==> src/rtl/ula_arbitro.sv <==
// -----------------------------------------------------------------------------
// ula_arbitro
// Round-robin arbiter that lets two requesters share one 8-bit ALU.
// It keeps one operation in flight at a time:
//   - It accepts (A, B, opcode) on a valid/ready handshake.
//   - It holds the operands on the ALU inputs.
//   - It waits LATENCIA cycles.
//   - It returns the 9-bit ALU result on a per-requester response handshake.
//
// Parameter
//   LATENCIA       register stages inside the ALU (0 = combinational), 0..7
//
// Build option
//   ULA_ARBITRO_OPCHECK_EN
//      Adds the resp_erro output.
//      Opcodes 12..15 are answered directly with 9'h1FF and resp_erro=1,
//      without touching the ALU.
//
// Ports
//   clock          rising-edge clock
//   reset_n        asynchronous active-low reset
//   req_valid[i]   requester i has an operation pending
//   req_a/req_b    operands, requester i on bits [8i+7:8i]
//   req_op         opcodes, requester i on bits [4i+3:4i]
//   req_ready[i]   operation of requester i accepted this cycle (one-hot/zero)
//   resp_valid[i]  resp_data holds the result for requester i
//   resp_data      9-bit result, shared by both requesters
//   resp_ready[i]  requester i consumes the response
//   ula_a/b/op     operands and opcode driven to the ALU
//   ula_resultado  9-bit result coming back from the ALU
//   ocupado        high whenever the arbiter is not idle
//   resp_erro      (option only) illegal opcode flag, valid with resp_valid
// -----------------------------------------------------------------------------
module ula_arbitro #(
   parameter int unsigned LATENCIA = 1
) (
   input  logic        clock,
   input  logic        reset_n,
   input  logic [1:0]  req_valid,
   input  logic [15:0] req_a,
   input  logic [15:0] req_b,
   input  logic [7:0]  req_op,
   output logic [1:0]  req_ready,
   output logic [1:0]  resp_valid,
   output logic [8:0]  resp_data,
   input  logic [1:0]  resp_ready,
   output logic [7:0]  ula_a,
   output logic [7:0]  ula_b,
   output logic [3:0]  ula_op,
   input  logic [8:0]  ula_resultado,
   output logic        ocupado
`ifdef ULA_ARBITRO_OPCHECK_EN
  ,output logic        resp_erro
`endif
);

   typedef enum logic [1:0] {
      OCIOSO   = 2'd0,
      EXECUTA  = 2'd1,
      RESPONDE = 2'd2
   } estado_t;

   localparam logic [2:0] LAT_INI = 3'(LATENCIA);

   estado_t    r_estado;
   estado_t    w_estado_next;
   logic       r_ultimo;      // requester served last, loses the next tie
   logic       r_g;           // requester owning the operation in flight
   logic [2:0] r_cont;        // remaining ALU wait cycles
   logic [7:0] r_ula_a;
   logic [7:0] r_ula_b;
   logic [3:0] r_ula_op;
   logic [8:0] r_resp_data;

   logic [7:0] w_a  [2];
   logic [7:0] w_b  [2];
   logic [3:0] w_op [2];
   logic       w_g;
   logic       w_aceita;
   logic       w_op_ilegal;

   // Split the packed request buses into one lane per requester.
   generate
      for (genvar gi = 0; gi < 2; gi++) begin : g_unpack
         assign w_a[gi]  = req_a[8*gi +: 8];
         assign w_b[gi]  = req_b[8*gi +: 8];
         assign w_op[gi] = req_op[4*gi +: 4];
      end
   endgenerate

   // Grant: a lone requester wins; on a tie the one not served last wins.
   always_comb begin
      w_g = 1'b0;
      case (req_valid)
         2'b01:   w_g = 1'b0;
         2'b10:   w_g = 1'b1;
         2'b11:   w_g = ~r_ultimo;
         default: w_g = 1'b0;
      endcase
   end

   assign w_aceita = (r_estado == OCIOSO) && (|req_valid);

`ifdef ULA_ARBITRO_OPCHECK_EN
   assign w_op_ilegal = (w_op[w_g] >= 4'd12);
`else
   assign w_op_ilegal = 1'b0;
`endif

   // ---------------------------------------------------------------- state reg
   always_ff @(posedge clock or negedge reset_n) begin
      if (!reset_n) begin
         r_estado <= OCIOSO;
      end else begin
         r_estado <= w_estado_next;
      end
   end

   // --------------------------------------------------------------- next state
   always_comb begin
      w_estado_next = r_estado;
      case (r_estado)
         OCIOSO: begin
            if (w_aceita) begin
               // Illegal opcodes skip the ALU and answer immediately.
               w_estado_next = w_op_ilegal ? RESPONDE : EXECUTA;
            end
         end
         EXECUTA: begin
            if (r_cont == 3'd0) begin
               w_estado_next = RESPONDE;
            end
         end
         RESPONDE: begin
            if (resp_ready[r_g]) begin
               w_estado_next = OCIOSO;
            end
         end
         default: w_estado_next = OCIOSO;
      endcase
   end

   // ------------------------------------------------------------ datapath regs
   always_ff @(posedge clock or negedge reset_n) begin
      if (!reset_n) begin
         r_ultimo    <= 1'b1;
         r_g         <= 1'b0;
         r_cont      <= 3'd0;
         r_ula_a     <= 8'd0;
         r_ula_b     <= 8'd0;
         r_ula_op    <= 4'd0;
         r_resp_data <= 9'd0;
      end else begin
         case (r_estado)
            OCIOSO: begin
               if (w_aceita) begin
                  r_g    <= w_g;
                  r_cont <= LAT_INI;
                  if (w_op_ilegal) begin
                     r_resp_data <= 9'h1FF;
                  end else begin
                     r_ula_a  <= w_a[w_g];
                     r_ula_b  <= w_b[w_g];
                     r_ula_op <= w_op[w_g];
                  end
               end
            end
            EXECUTA: begin
               // Counter reaching zero marks the edge where the ALU output is valid.
               if (r_cont != 3'd0) begin
                  r_cont <= r_cont - 3'd1;
               end else begin
                  r_resp_data <= ula_resultado;
               end
            end
            RESPONDE: begin
               if (resp_ready[r_g]) begin
                  r_ultimo <= r_g;
               end
            end
            default: ;
         endcase
      end
   end

`ifdef ULA_ARBITRO_OPCHECK_EN
   logic r_erro;

   always_ff @(posedge clock or negedge reset_n) begin
      if (!reset_n) begin
         r_erro <= 1'b0;
      end else if (w_aceita) begin
         r_erro <= w_op_ilegal;
      end
   end

   assign resp_erro = r_erro && (r_estado == RESPONDE);
`endif

   // ------------------------------------------------------------------ outputs
   always_comb begin
      req_ready  = 2'b00;
      resp_valid = 2'b00;
      ocupado    = 1'b1;
      case (r_estado)
         OCIOSO: begin
            ocupado = 1'b0;
            if (|req_valid) begin
               req_ready = w_g ? 2'b10 : 2'b01;
            end
         end
         RESPONDE: begin
            resp_valid = r_g ? 2'b10 : 2'b01;
         end
         default: ;
      endcase
   end

   assign ula_a     = r_ula_a;
   assign ula_b     = r_ula_b;
   assign ula_op    = r_ula_op;
   assign resp_data = r_resp_data;

endmodule

==> config.mk <==
export PLATFORM = sky130hd
export DESIGN_NAME = ula_arbitro
export DESIGN_NICKNAME = d
export VERILOG_FILES = /design/src/rtl/ula_arbitro.sv
export SDC_FILE = /design/constraint.sdc
export NUM_CORES = 1
export LEC_CHECK = 0
export BUFFER_PORTS_ARGS = -buffer_cell sky130_fd_sc_hd__buf_4
export CAP_MARGIN = 20
export CORE_UTILIZATION = 40
export DETAILED_ROUTE_END_ITERATION = 6
export HOLD_SLACK_MARGIN = 0.15
export PLACE_DENSITY_LB_ADDON = 0.1
export SLEW_MARGIN = 20
export SYNTH_ARGS = -nofsm -noshare
export SYNTH_HDL_FRONTEND = slang
export SYNTH_SLANG_ARGS = --single-unit
==> constraint.sdc <==
create_clock -name clock -period 3.1 [get_ports clock]
set_input_delay 0.155 -clock clock [delete_from_list [all_inputs] [get_ports clock]]
set_output_delay 0.155 -clock clock [all_outputs]
set_load 0.05 [all_outputs]
==> out/qor.csv, run 1 <==
stage,metric,value,unit
clock_network,hold_buffers,10,
timing,grt_setup_unrepaired,no,
synth,ys_seq_area_share,51.9,%
finish,drive_above_1_share,39.6,%
floorplanning,chipHeight,67.9,µm
synth,synth.most_common_cell,nand2_1,
floorplanning,start_util,42.5,%
finish,fin_nets,324,
grt,grt_pass1_wl,6.84,mm
power_and_ir_drop,ir_worst_vdd,0.539,mV
clock_network,cts_htree_levels,2,
finish,antenna_cells,0,
grt,grt_pass1_vias,1477,
critical_path,path_buf_inv,3,
timing,hold_viol,0,
clock_network,postCtsSetupBuffers,0,
synth,ys_types,31,
routing,drc_errors,0,
critical_path,end_kind,primary output,
grt,grt_max_degree,37,
timing,timing.setup.tns,0,ns
synth,yosys_register_bits,36,
routing,viasPerCell,5.09,
grt,antenna_found_initial,0,
synth,synthArstFlopShare,100,%
critical_path,startpoint_type,register,
timing,tightest_slew,0.997,ns
timing,finClkSkew,0.00294,ns
critical_path,arrival,1.91,ns
power_and_ir_drop,powerDensity,1190,mW/mm²
routing,drt_pass1_iterations,4,
critical_path,path_common_cell,buf_4,
timing,period_minus_slack,2.06,ns
finish,final_cells,318,
synth,yosys-top-cells-count,"43 x nand2_1, 35 x dfrtp_1, 21 x a21oi_1",
synth,synth.net_count,230,
critical_path,slowest_stage,nor2_2,
synth,avgSynthCellArea,10.0,µm²
clock_network,numCtsBuffers,5,
timing,timing.fmax,485,MHz
clock_network,max-clock-path-buffers,2,
synth,netlist.area_leader.share,50.4,%
synth,synth_edf_count,0,
routing,via_count,1620,
critical_path,slowest_delay,0.57,ns
routing,drt-wirelength-per-cell,13.9,µm
synth,syn-instance-count,173,
critical_path,path_cells,"nor2_2, buf_4, inv_2, buf_4",
synth,synth_flop_cell,dfrtp_1,
floorplanning,core.rowCount,23,
clock_network,cts_resized,0,
clock_network,clk_latency,0.28,ns
timing,post-route-period-util,66.5,%
place,io_buffers,88,
routing,ant_nets,0,
finish,area_growth,51.4,%
synth,synthDominantAreaCellType,dfrtp_1,
critical_path,cp_max_fo,25,
run_status,status,finished clean,
clock_network,clock-sinks,36,
floorplanning,core_area,0.00409,mm²
synth,yosys-top-cells-area,"dfrtp_1 50%, a41oi_1 10%, nand2_1 9.3%, a21oi_1 6.1%, mux2_1 5.8%",
critical_path,path_class,register to primary output,
place,dp.final_hpwl,3.00,mm
synth,syn_area,0.00174,mm²
floorplanning,die_w,67.9,µm
flow_run,maxCapViolations,0,
clock_network,clk_pin_slew_worst_paths,0.07,ns
synth,yosysWarnings,0,
grt,gr-usage-all-layers,20.0,%
place,place_congestion,0.733,
critical_path,cpLargestDelayFamily,buffers and inverters,
power_and_ir_drop,leakage,1.25,nW
clock_network,cts_tree,yes,
timing,final-max-slew-violation-count,0,
place,placedCellCount,300,
floorplanning,io_pins,89,
timing,relSlewSlack,33.1,%
grt,grt_overflow,0,
clock_network,cts.root.buffer_cell,clkbuf_8,
min_path,hp-class,primary input to register,
routing,first_iter_violations,66,
timing,finalSetupViolations,0,
critical_path,worstPathRequired,2.94,ns
routing,routed_wirelength,4.43,mm
floorplanning,die-area,0.00461,mm²
[placed cells by master (no fill, tap or decap), drive strengths merged, types with 2 or more instances in the layout]
master       count
inv              4
dfrtp           35
nand2b           3
nor2             4
a21o             2
a21oi           21
mux2            10
dlygate4sd3     10
ha               2
nor2b            2
nand2           43
clkbuf           5
a41oi           20
buf             90
a21boi           2
[state kept, by name, indices dropped and copies added (netlist names)]
register	flops
r_cont	3
ula_b	8
r_ultimo	1
r_g	1
resp_data	9
ula_op	4
r_estado	2
ula_a	8
[routing by layer]
metal	part of all wire, %	vias up	track usage, %
met2	44	64	29.7
met5	0	-	0
met3	8.1	6	5.33
met1	47	737	28.3
li1	-	813	-
met4	1.3	0	5.99
[cell type report]
type,instances,area [µm²]
clock buffers,5,68.8
clock inverters,3,42.5
fillers,351,1460
inverters,4,15.0
multi-input cells,120,762
flip-flops and latches,36,902
well taps,50,62.6
repair buffers,100,776
[power breakdown]
group          internal (mW)  total (mW)  leakage [nW]  switching (mW)
logic                  0.608        1.86         0.782            1.25
registers              0.712       0.853         0.415           0.141
clock network          0.238       0.404        0.0541           0.167
total                   1.56        3.12          1.25            1.56
[logic make-up (layout without fill, tap and decap cells)]
kind of cell	Yosys count	count (layout)	synth area share, %
AOI/OAI and AO/OA	51	51	20.7
and+or+nand+nor	57	57	15.1
adders and majority gates	2	2	1.44
buffers and inverters	17	112	4.39
DFF	36	36	51.9
muxes	10	10	6.48
[path summary, 6_finish.rpt]
check	from	endpoint	slack, ns	cells after the start
worst max-delay path	r_estado[0]	ocupado	1.04	4
worst min register to register	resp_data[0]	resp_data[0]	0.49	1
worst min-delay path	req_b[1]	ula_b[1]	0.16	3
max in group asynchronous	reset_n	r_ultimo	2.39	2
worst max register to register	r_estado[0]	ula_b[2]	1.32	4
min in group asynchronous	reset_n	resp_data[2]	0.36	2
[through the flow]
| step | setup WS, ns | power [mW] | hold slack, ns | cell area, µm² | utilization (%) |
|---|---|---|---|---|---|
| floorplan | 1.23 | 2.17 | -0.141 | 1740 | - |
| global placement | 1.39 | 2.69 | 0.142 | 2420 | 59.2 |
| detailed placement | 1.35 | 2.71 | 0.146 | 2420 | 59.2 |
| CTS | 1.05 | 3.13 | 0.152 | 2630 | 64.3 |
| global route | 0.894 | 3.30 | 0.160 | 2630 | 64.3 |
| finish | 1.04 | 3.12 | 0.160 | 2630 | 64.3 |
[worst reg2reg max path, cell delays in order (launching register included)]
cell     delay (ns)
dfrtp_1        0.44
nor2_2         0.57
buf_4          0.39
a21oi_1        0.11
a41oi_1        0.19
Power figures use the tool's default switching activity.
==> inputs of run 2 (changes only) <==
- ABC_AREA: default -> 1
- clock period: 3.1 -> 1.8 ns (I/O delays scaled with it)
==> run 2 against run 1 <==
Against the previous run:
- critical path depth is 2 higher
- final area increased by 24%
- cell count up 47%
- global-route usage increased by 3.4 points
- register-to-register slack got worse by 1.2 ns
- via count increased by 33%
- wire length rose by 28%
- first-iteration DRC count is 62% higher
- sequential share of layout area down 6.6 points
- synthesized area up 9.1%
- critical endpoint is now ula_a[6]
- largest cell class is now buffers
- largest power group unchanged
==> out/qor.csv, run 2 <==
stage,metric,value,unit,change
routing,viasPerCell,4.64,,-8.9%
synth,synth.net_count,328,,+43%
min_path,hold_depth,4,,+1
clock_network,numCtsBuffers,5,,unchanged
critical_path,path_class,register to register,,
synth,yosysWarnings,0,,unchanged
floorplanning,core.rowCount,24,,+4.3%
synth,synth.most_common_cell,nand2_1,,
grt,grt_pass1_vias,2092,,+42%
finish,fillers,373,,+6.3%
critical_path,r2r_cells,6,,+2
routing,drt-wirelength-per-cell,12.2,µm,-12%
timing,worst_hold_slack,0.273,ns,+0.113 ns
power_and_ir_drop,p_seq_share,26.5,%,-0.9 points
critical_path,r2r_slack,0.09,ns,-1.23 ns
synth,yosys_register_bits,36,,unchanged
finish,area_growth,71.7,%,
synth,avgSynthCellArea,6.99,µm²,-30%
power_and_ir_drop,p_comb_share,60.8,%,+1.1 points
critical_path,worstReg2RegEnd,ula_a[6],,
flow_run,maxCapViolations,0,,unchanged
finish,ff_latch_area,902,µm²,unchanged
power_and_ir_drop,power.total,5.49,mW,+76%
floorplanning,io_pins,89,,unchanged
critical_path,arrival,1.95,ns,+0.04 ns
synth,syn-instance-count,271,,+57%
routing,drc_errors,0,,unchanged
power_and_ir_drop,power.net_switching,2.80,mW,+79%
critical_path,startpoint_type,register,,
timing,fin_ws,0.0886,ns,-0.949 ns
power_and_ir_drop,leakage,1.87,nW,+49%
finish,final_common_cell,nand2_1,,
clock_network,max-clock-path-buffers,2,,unchanged
critical_path,r2r_start,r_ultimo,,
grt,antenna_found_initial,0,,unchanged
power_and_ir_drop,intPower,2.70,mW,+73%
synth,synth_flop_cell,dfrtp_1,,
finish,antenna_cells,0,,unchanged
min_path,whs_endpoint,ula_b[5],,
clock_network,clock-sinks,36,,unchanged
synth,syn_area,0.00189,mm²,+9.1%
timing,final-max-slew-violation-count,0,,unchanged
min_path,min_from,req_valid[1],,
floorplanning,start_util,42.6,%,+0.13 points
timing,post-route-period-util,95.1,%,
power_and_ir_drop,pwr-share-clk,12.7,%,-0.3 points
place,dp.final_hpwl,3.37,mm,+12%
clock_network,clk_latency,0.29,ns,about the same
floorplanning,die-area,0.00501,mm²,+8.8%
routing,ant_nets,0,,unchanged
grt,gr-usage-all-layers,23.4,%,+3.4 points
grt,grt_pass1_wl,9.14,mm,+34%
synth,ys_seq_area_share,47.6,%,-4.3 points
timing,finalSetupViolations,0,,unchanged
synth,synthDominantAreaCellType,dfrtp_1,,
min_path,hp-class,primary input to register,,
timing,timing.fmax,584,MHz,
finish,final_cells,466,,+47%
floorplanning,die_w,70.8,µm,+4.3%
routing,via_count,2162,,+33%
routing,routed_wirelength,5.70,mm,+28%
timing,hold_viol,0,,unchanged
synth,netlist.area_leader.share,46.2,%,-4.2 points
power_and_ir_drop,ir_worst_vdd,1.02,mV,+89%
power_and_ir_drop,swShare,50.9,%,+0.91 points
critical_path,cp_max_fo,21,,-16%
clock_network,cts_tree,yes,,
timing,finClkSkew,0.00615,ns,+0.00320 ns
synth,yosys-top-cells-area,"dfrtp_1 46%, nand2_1 21%, nand3_1 14%, inv_1 9.9%, buf_2 2.4%",,
floorplanning,core_area,0.00444,mm²,+8.8%
finish,final_cell_mix,"103 x nand2_1, 91 x buf_4, 52 x nand3_1, 52 x dlygate4sd3_1, 50 x inv_1",,
timing,timing.setup.tns,0,ns,unchanged
place,placedCellCount,405,,+35%
routing,drt_pass1_iterations,6,,+2
clock_network,clk_pin_slew_worst_paths,0.07,ns,about the same
clock_network,postCtsSetupBuffers,0,,unchanged
synth,synth_edf_count,0,,unchanged
timing,period_minus_slack,1.71,ns,
critical_path,end_kind,register,,
power_and_ir_drop,powerDensity,1690,mW/mm²,+42%
synth,ys_types,15,,-52%
timing,tightest_slew,0.462,ns,-0.535 ns
grt,grt_overflow,0,,unchanged
timing,relSlewSlack,69.2,%,+36 points
place,place_congestion,0.762,,+3.9%
clock_network,cts.root.buffer_cell,clkbuf_8,,
place,post-place-ws,0.419,ns,-0.932 ns
run_status,status,finished clean,,
timing,grt_setup_unrepaired,no,,
synth,yosys-top-cells-count,"104 x nand2_1, 52 x nand3_1, 50 x inv_1",,
finish,fin_nets,470,,+45%
finish,multiInputGateArea,742,µm²,-2.6%
place,io_buffers,88,,unchanged
finish,drive_above_1_share,26.1,%,-13 points
finish,largest_reg_flops,9,,unchanged
synth,synthArstFlopShare,100,%,unchanged
floorplanning,chipHeight,70.8,µm,+4.3%
clock_network,cts_htree_levels,2,,unchanged
grt,grt_max_degree,37,,unchanged
critical_path,worstPathRequired,2.03,ns,-0.91 ns
routing,first_iter_violations,107,,+62%
-- run 2: critical path, stage by stage, from the launching register on --
cell and delay, ns:
dfstp_2 0.54, nand2_1 0.08, buf_4 0.22, nand3_1 0.10, nand3_1 0.08, dlygate4sd3_1 0.57
nand2_1 0.06
-- run 2: area by class of cell --
cell class	count	share of cell area, %
inverters	52	6.00
clock buffers	6	2.23
multi-input cells	172	22.8
repair buffers	146	38.1
flip-flops and latches	36	27.7
clock inverters	2	1.08
well taps	52	2.00
-- run 2: cell families (layout without fill, tap and decap cells) --
logic type      count (synthesis)  in the layout  share of synthesized area (%)
buf+inv                        63            206                           13.5
compound gates                  3              3                          0.792
flops                          36             36                           47.6
fa+ha+maj                       2              2                           1.32
simple gates                  167            167                           36.8
-- run 2: how the worst max path moves through the flow --
stage,startpoint,endpoint,cells after the start
after global routing,r_ultimo,ula_a[6],6
after CTS,r_estado[1],ula_a[4],7
after detailed placement,r_cont[0],resp_data[2],7
after global placement,r_cont[0],resp_data[1],7
final,r_ultimo,ula_a[6],6
after floorplan,r_estado[0],req_ready[0],4
-- run 2: repair_timing --
item	CTS	global route
endpoints found under the setup margin	0	7
hold endpoints to repair	67	0
hold buffers	52	0
resized for setup	0	3
-- run 2: per-layer routing --
metal	vias to the layer above	wire [µm]	GRT usage [%]
met5	-	0	0
met4	0	68	6.00
met3	8	324	4.84
met2	77	2840	42.6
met1	979	2460	28.1
li1	1098	-	-
-- run 2: per-stage QoR --
step / instance area [µm²] / util [%]
after floorplan: 1890 / -
after global placement: 2610 / 58.7
after detailed placement: 2610 / 58.7
after CTS: 3240 / 72.9
after global routing: 3250 / 73.2
final: 3250 / 73.2
-- run 2: power by group through the flow --
stage	sequential [mW]	combinational [mW]	clock [mW]
after floorplan	2.56	1.08	0
after global placement	1.45	3.14	0
after detailed placement	1.45	3.17	0
after CTS	1.45	3.31	0.714
after global routing	1.50	3.57	0.746
final	1.45	3.34	0.698
